File: config.mk
export PLATFORM = sky130hd
export DESIGN_NAME = mem_copy_engine
export DESIGN_NICKNAME = d
export VERILOG_FILES = /design/src/rtl/mem_copy_engine.sv
export SDC_FILE = /design/constraint.sdc
export NUM_CORES = 1
export LEC_CHECK = 0
export BUFFER_PORTS_ARGS = -buffer_cell sky130_fd_sc_hd__clkbuf_2
export CELL_PAD_IN_SITES_DETAIL_PLACEMENT = 0
export CELL_PAD_IN_SITES_GLOBAL_PLACEMENT = 1
export CORE_MARGIN = 2
export CORE_UTILIZATION = 45
export CTS_BUF_LIST = sky130_fd_sc_hd__clkbuf_4 sky130_fd_sc_hd__clkbuf_8
export CTS_CLUSTER_SIZE = 28
export DETAILED_ROUTE_END_ITERATION = 8
export MAX_ROUTING_LAYER = met4
export PLACE_DENSITY_LB_ADDON = 0.1
export SYNTH_ARGS = -nofsm -noshare
export SYNTH_HDL_FRONTEND = slang
export SYNTH_SLANG_ARGS = --single-unit
export TNS_END_PERCENT = 1
File: constraint.sdc
create_clock -name clk -period 7.42 [get_ports clk]
set_input_delay 1.484 -clock clk [delete_from_list [all_inputs] [get_ports clk]]
set_output_delay 1.484 -clock clk [all_outputs]
set_load 0.02 [all_outputs]
File: src/rtl/mem_copy_engine.sv
// mem_copy_engine: copies a block of words from src to dst via a single-word CPU request port.
// Define MEM_COPY_FILL_EN to add a pattern-fill mode (fill/fill_pattern ports) that skips all reads.
module mem_copy_engine #(
  parameter int DATA_BITS      = 32,
  parameter int WORD_ADDR_BITS = 30,
  parameter int LEN_BITS       = 16
) (
  input  logic                      clk,
  input  logic                      reset,
  input  logic                      start,
  input  logic [WORD_ADDR_BITS-1:0] src_addr,
  input  logic [WORD_ADDR_BITS-1:0] dst_addr,
  input  logic [LEN_BITS-1:0]       len,
`ifdef MEM_COPY_FILL_EN
  input  logic                      fill,
  input  logic [DATA_BITS-1:0]      fill_pattern,
`endif
  output logic                      busy,
  output logic                      done,
  output logic [LEN_BITS-1:0]       words_done,
  output logic                      mem_req_val,
  input  logic                      mem_req_rdy,
  output logic [WORD_ADDR_BITS-1:0] mem_req_addr,
  output logic [DATA_BITS-1:0]      mem_req_data,
  output logic [3:0]                mem_req_write,
  input  logic                      mem_resp_val,
  input  logic [DATA_BITS-1:0]      mem_resp_data
);

  typedef enum logic [2:0] {IDLE, RD_REQ, RD_WAIT, WR_REQ, DONE} state_t;

  state_t                    state;
  logic [WORD_ADDR_BITS-1:0] src_q;
  logic [WORD_ADDR_BITS-1:0] dst_q;
  logic [LEN_BITS-1:0]       len_q;
  logic [LEN_BITS-1:0]       idx;
  logic                      fill_q;

  logic                      fill_sel;
  logic [DATA_BITS-1:0]      fill_data;
  logic [LEN_BITS-1:0]       idx_nxt;
  logic [WORD_ADDR_BITS-1:0] idx_w;
  logic [WORD_ADDR_BITS-1:0] idx_nxt_w;

`ifdef MEM_COPY_FILL_EN
  assign fill_sel  = fill;
  assign fill_data = fill_pattern;
`else
  assign fill_sel  = 1'b0;
  assign fill_data = '0;
`endif

  assign idx_nxt   = idx + 1'b1;
  assign idx_w     = WORD_ADDR_BITS'(idx);
  assign idx_nxt_w = WORD_ADDR_BITS'(idx_nxt);

  // mem_req_data doubles as the read-data holding register between RD_WAIT and WR_REQ.
  always_ff @(posedge clk) begin
    if (reset) begin
      state         <= IDLE;
      src_q         <= '0;
      dst_q         <= '0;
      len_q         <= '0;
      idx           <= '0;
      fill_q        <= 1'b0;
      busy          <= 1'b0;
      done          <= 1'b0;
      words_done    <= '0;
      mem_req_val   <= 1'b0;
      mem_req_addr  <= '0;
      mem_req_data  <= '0;
      mem_req_write <= 4'h0;
    end else begin
      done <= 1'b0;
      case (state)
        IDLE: begin
          if (start) begin
            src_q      <= src_addr;
            dst_q      <= dst_addr;
            len_q      <= len;
            idx        <= '0;
            words_done <= '0;
            fill_q     <= fill_sel;
            if (len == '0) begin
              state <= DONE;
              done  <= 1'b1;
            end else if (fill_sel) begin
              state         <= WR_REQ;
              busy          <= 1'b1;
              mem_req_val   <= 1'b1;
              mem_req_write <= 4'hF;
              mem_req_addr  <= dst_addr;
              mem_req_data  <= fill_data;
            end else begin
              state         <= RD_REQ;
              busy          <= 1'b1;
              mem_req_val   <= 1'b1;
              mem_req_write <= 4'h0;
              mem_req_addr  <= src_addr;
            end
          end
        end
        RD_REQ: begin
          if (mem_req_rdy) begin
            state       <= RD_WAIT;
            mem_req_val <= 1'b0;
          end
        end
        RD_WAIT: begin
          if (mem_resp_val) begin
            state         <= WR_REQ;
            mem_req_data  <= mem_resp_data;
            mem_req_val   <= 1'b1;
            mem_req_write <= 4'hF;
            mem_req_addr  <= dst_q + idx_w;
          end
        end
        WR_REQ: begin
          if (mem_req_rdy) begin
            idx        <= idx_nxt;
            words_done <= words_done + 1'b1;
            if (idx_nxt == len_q) begin
              state         <= DONE;
              done          <= 1'b1;
              busy          <= 1'b0;
              mem_req_val   <= 1'b0;
              mem_req_write <= 4'h0;
            end else if (fill_q) begin
              mem_req_addr <= dst_q + idx_nxt_w;
            end else begin
              state         <= RD_REQ;
              mem_req_write <= 4'h0;
              mem_req_addr  <= src_q + idx_nxt_w;
            end
          end
        end
        DONE: begin
          state <= IDLE;
        end
        default: begin
          state       <= IDLE;
          busy        <= 1'b0;
          mem_req_val <= 1'b0;
        end
      endcase
    end
  end

endmodule
==> impl_metrics.env <==
export IMPL_grt_overflow=0
export IMPL_min_period_ps=4130
export IMPL_worst_pin_slew_ps=1140
export IMPL_final_cell_mix="311 x nand2_1, 208 x a21oi_1, 196 x clkbuf_2, 177 x dfxtp_1, 84 x nor2_1"
export IMPL_crit_fanout=8
export IMPL_dp_hpwl_um=24200
export IMPL_crit_path_end_kind="register"
export IMPL_postSynthAreaPerCell_um2=7.52
export IMPL_ioPinCount=198
export IMPL_drt_iter0_drc=934
export IMPL_synth_flop_cell="dfxtp_1"
export IMPL_synthToLayoutAreaGrowth_pct=14.1
export IMPL_fillers=2432
export IMPL_critPathRequiredTime_ps=7770
export IMPL_async_flop_share_pct=0
export IMPL_numPortBuffers=197
export IMPL_timing_rr_start="idx[1]"
export IMPL_cts_hold_buf=0
export IMPL_met1Wirelength_um=14800
export IMPL_netlist_area_leader_share_pct=33.2
export IMPL_worstPathArrival_ps=4480
export IMPL_n_antenna_cell=0
export IMPL_cts_setup_buffers=0
export IMPL_rows=56
export IMPL_synth_net_count=1571
export IMPL_synth_area_leader_cell="dfxtp_1"
export IMPL_layout_commonest_cell="nand2_1"
export IMPL_initial_core_util_pct=45.6
export IMPL_synth_edf_count=0
export IMPL_grt_max_degree=88
export IMPL_whs_path_depth=2
export IMPL_place_area_um2=11700
export IMPL_tritoncts="built"
export IMPL_stdcell_area_um2=12200
export IMPL_cts_htree_levels=4
export IMPL_r2r_end="mem_req_addr[20]"
export IMPL_clockBufferDepth=2
export IMPL_powerDensity_nw_per_um2=200
export IMPL_setup_viol=0
export IMPL_relSlewSlack_pct=23.9
export IMPL_wl_met3_um=1910
export IMPL_path_clk_slew_ps=120
export IMPL_power_leakage_uw=0.00491
export IMPL_multi_input_area_um2=6610
export IMPL_grt_pass1_wl_um=52000
export IMPL_maxUsedRoutingLayer="met4"
export IMPL_drtAntennaViolNets=0
export IMPL_wire_per_inst_um=17.7
export IMPL_seq_area_frac_synth_pct=33.2
export IMPL_viasPerCell=5.68
export IMPL_rsz0062_at_grt="no"
export IMPL_grt_pass1_vias=9795
export IMPL_cpPeakStageDelay_ps=570
export IMPL_dr_pass1_iters=5
export IMPL_cp_start_kind="register"
export IMPL_fmax_mhz=242
export IMPL_antenna_found_initial=0
export IMPL_vias=10700
export IMPL_cts_buffers=17
export IMPL_clkSinkCount=177
export IMPL_die_h_um=158
export IMPL_synthDistinctLibCells=79
export IMPL_status="completed"
export IMPL_maxSlewViolCount=0
export IMPL_regArea_um2=3540
export IMPL_fin_nets=1705
export IMPL_path_cells="ha_1, and3_1, nand3_1, xnor2_1, ha_1, or2_2, a21oi_1, a2111o_1, a211oi_1, o21ai_0, xnor2_1, a211oi_1, a311oi_1"
export IMPL_gp_congestion=0.941
export IMPL_hold_violations=0
export IMPL_grt_usage_pct=27.4
export IMPL_fin_crit_sh_pct=55.6
export IMPL_route_met2_wl_um=15900
export IMPL_min_from="mem_req_data[0]"
export IMPL_core_um2=23400
export IMPL_drt_total_wl_um=33400
export IMPL_root_buffer="clkbuf_8"
export IMPL_die_area_um2=24900
export IMPL_remaining_drc_errors=0
export IMPL_setup_tns_final_ps=0
export IMPL_ys_warn_count=0
export IMPL_layout_drive_gt1_share_pct=17.8
export IMPL_r2r_setup_slack_ps=3290
export IMPL_cap_violations=0
export IMPL_final_core_util_pct=52.0
export IMPL_clock_skew_ps=23.8
export IMPL_hold_path_class="reg2reg"
export IMPL_crit_type="reg2reg"
export IMPL_hold_end="mem_req_data[0]"
export IMPL_cp_slowest_cell="dfxtp_1"
export IMPL_die_x_um=158
export IMPL_ys_top_cells_by_area="dfxtp_1 33%, nand2_1 11%, a21oi_1 9.8%, ha_1 4.5%, xnor2_1 3.4%"
export IMPL_synthCells=1418
export IMPL_insertion_delay_ps=500
export IMPL_ir_drop_mv=0.121
export IMPL_synth_seq_cells=177
export IMPL_cts_resized=0
export IMPL_netlist_area_um2=10700
export IMPL_reg2reg_depth=13
[critical path: cells and delay by family (launching register included)]
| kind | cells | cell delay (ps) |
|---|---|---|
| and+or+nand+nor | 3 | 580 |
| DFF | 1 | 570 |
| AOI/OAI and AO/OA | 6 | 1710 |
| xor gates and xnor gates | 2 | 380 |
| adders and majority gates | 2 | 760 |
[synthesized netlist by cell type (7+ instances only)]
cell type,n
a211oi_1,14
xnor2_1,41
a21o_1,11
nor2b_1,8
a22oi_1,8
a31oi_1,12
nand2_1,311
nor2_1,85
ha_1,38
nand3b_1,8
o21ai_0,67
nand3_1,41
a21oi_1,208
o31ai_1,9
nor4_1,8
inv_1,26
dfxtp_1,177
buf_2,10
and3_1,18
and2_1,8
clkbuf_1,66
xor2_1,29
o211ai_1,13
a211oi_2,7
nor3_1,25
o2111ai_1,9
mux2i_1,9
nand4_1,10
buf_4,8
or3_1,10
[state kept, by name, indices dropped and copies added (netlist names), 3 cells and up]
name and flops:
idx 16, src_q 30, mem_req_data 32, len_q 16
mem_req_addr 30, words_done 16, state 3, dst_q 30
[metal layers]
| metal | GRT usage [%] | vias to the layer above |
|---|---|---|
| li1 | - | 5294 |
| met2 | 44.5 | 319 |
| met4 | 9.05 | 0 |
| met3 | 3.72 | 49 |
| met1 | 35.1 | 5034 |
| met5 | - | - |
[power by group]
| group | switching, uW | total (uW) | internal (uW) |
|---|---|---|---|
| registers | 75.5 | 1110 | 1030 |
| clock network | 457 | 723 | 266 |
| logic | 388 | 599 | 211 |
[area by class of cell]
type | instances | area share [%]
multi-input cells | 1121 | 54.3
flip-flops and latches | 177 | 29.1
repair buffers | 209 | 8.87
well taps | 319 | 3.28
clock buffers | 17 | 1.92
clock inverters | 15 | 1.68
inverters | 26 | 0.802
[worst max-delay path by stage]
stage | startpoint | endpoint | slack (ps) | cells after the start
floorplan | idx[1] | mem_req_addr[27] | 4040 | 13
global placement | mem_req_rdy | words_done[15] | 3370 | 8
detailed placement | len[2] | mem_req_addr[25] | 3250 | 7
CTS | idx[1] | mem_req_addr[20] | 3350 | 13
global route | idx[1] | mem_req_addr[20] | 2960 | 12
finish | idx[1] | mem_req_addr[20] | 3290 | 13
[metrics by stage]
stage,setup slack [ps],hold WS (ps),power (uW),std cells
final,3290,460,2430,1884
after global routing,2960,478,2560,1884
after CTS,3350,463,2450,1884
after detailed placement,3250,446,1730,1852
after global placement,3370,441,1720,1852
after floorplan,4040,436,1520,1418
[logic make-up after synthesis]
family                   after synthesis  share of synthesized area (%)
XOR/XNOR                              72                           6.17
AO/OA/AOI/OAI                        427                           24.9
AND/OR/NAND/NOR                      573                           25.1
buffers and inverters                120                           4.88
adder cells (fa/ha/maj)               40                           4.83
multiplexers                           9                          0.845
flip-flops                           177                           33.2
No activity file was read; power rests on OpenSTA's default activity.
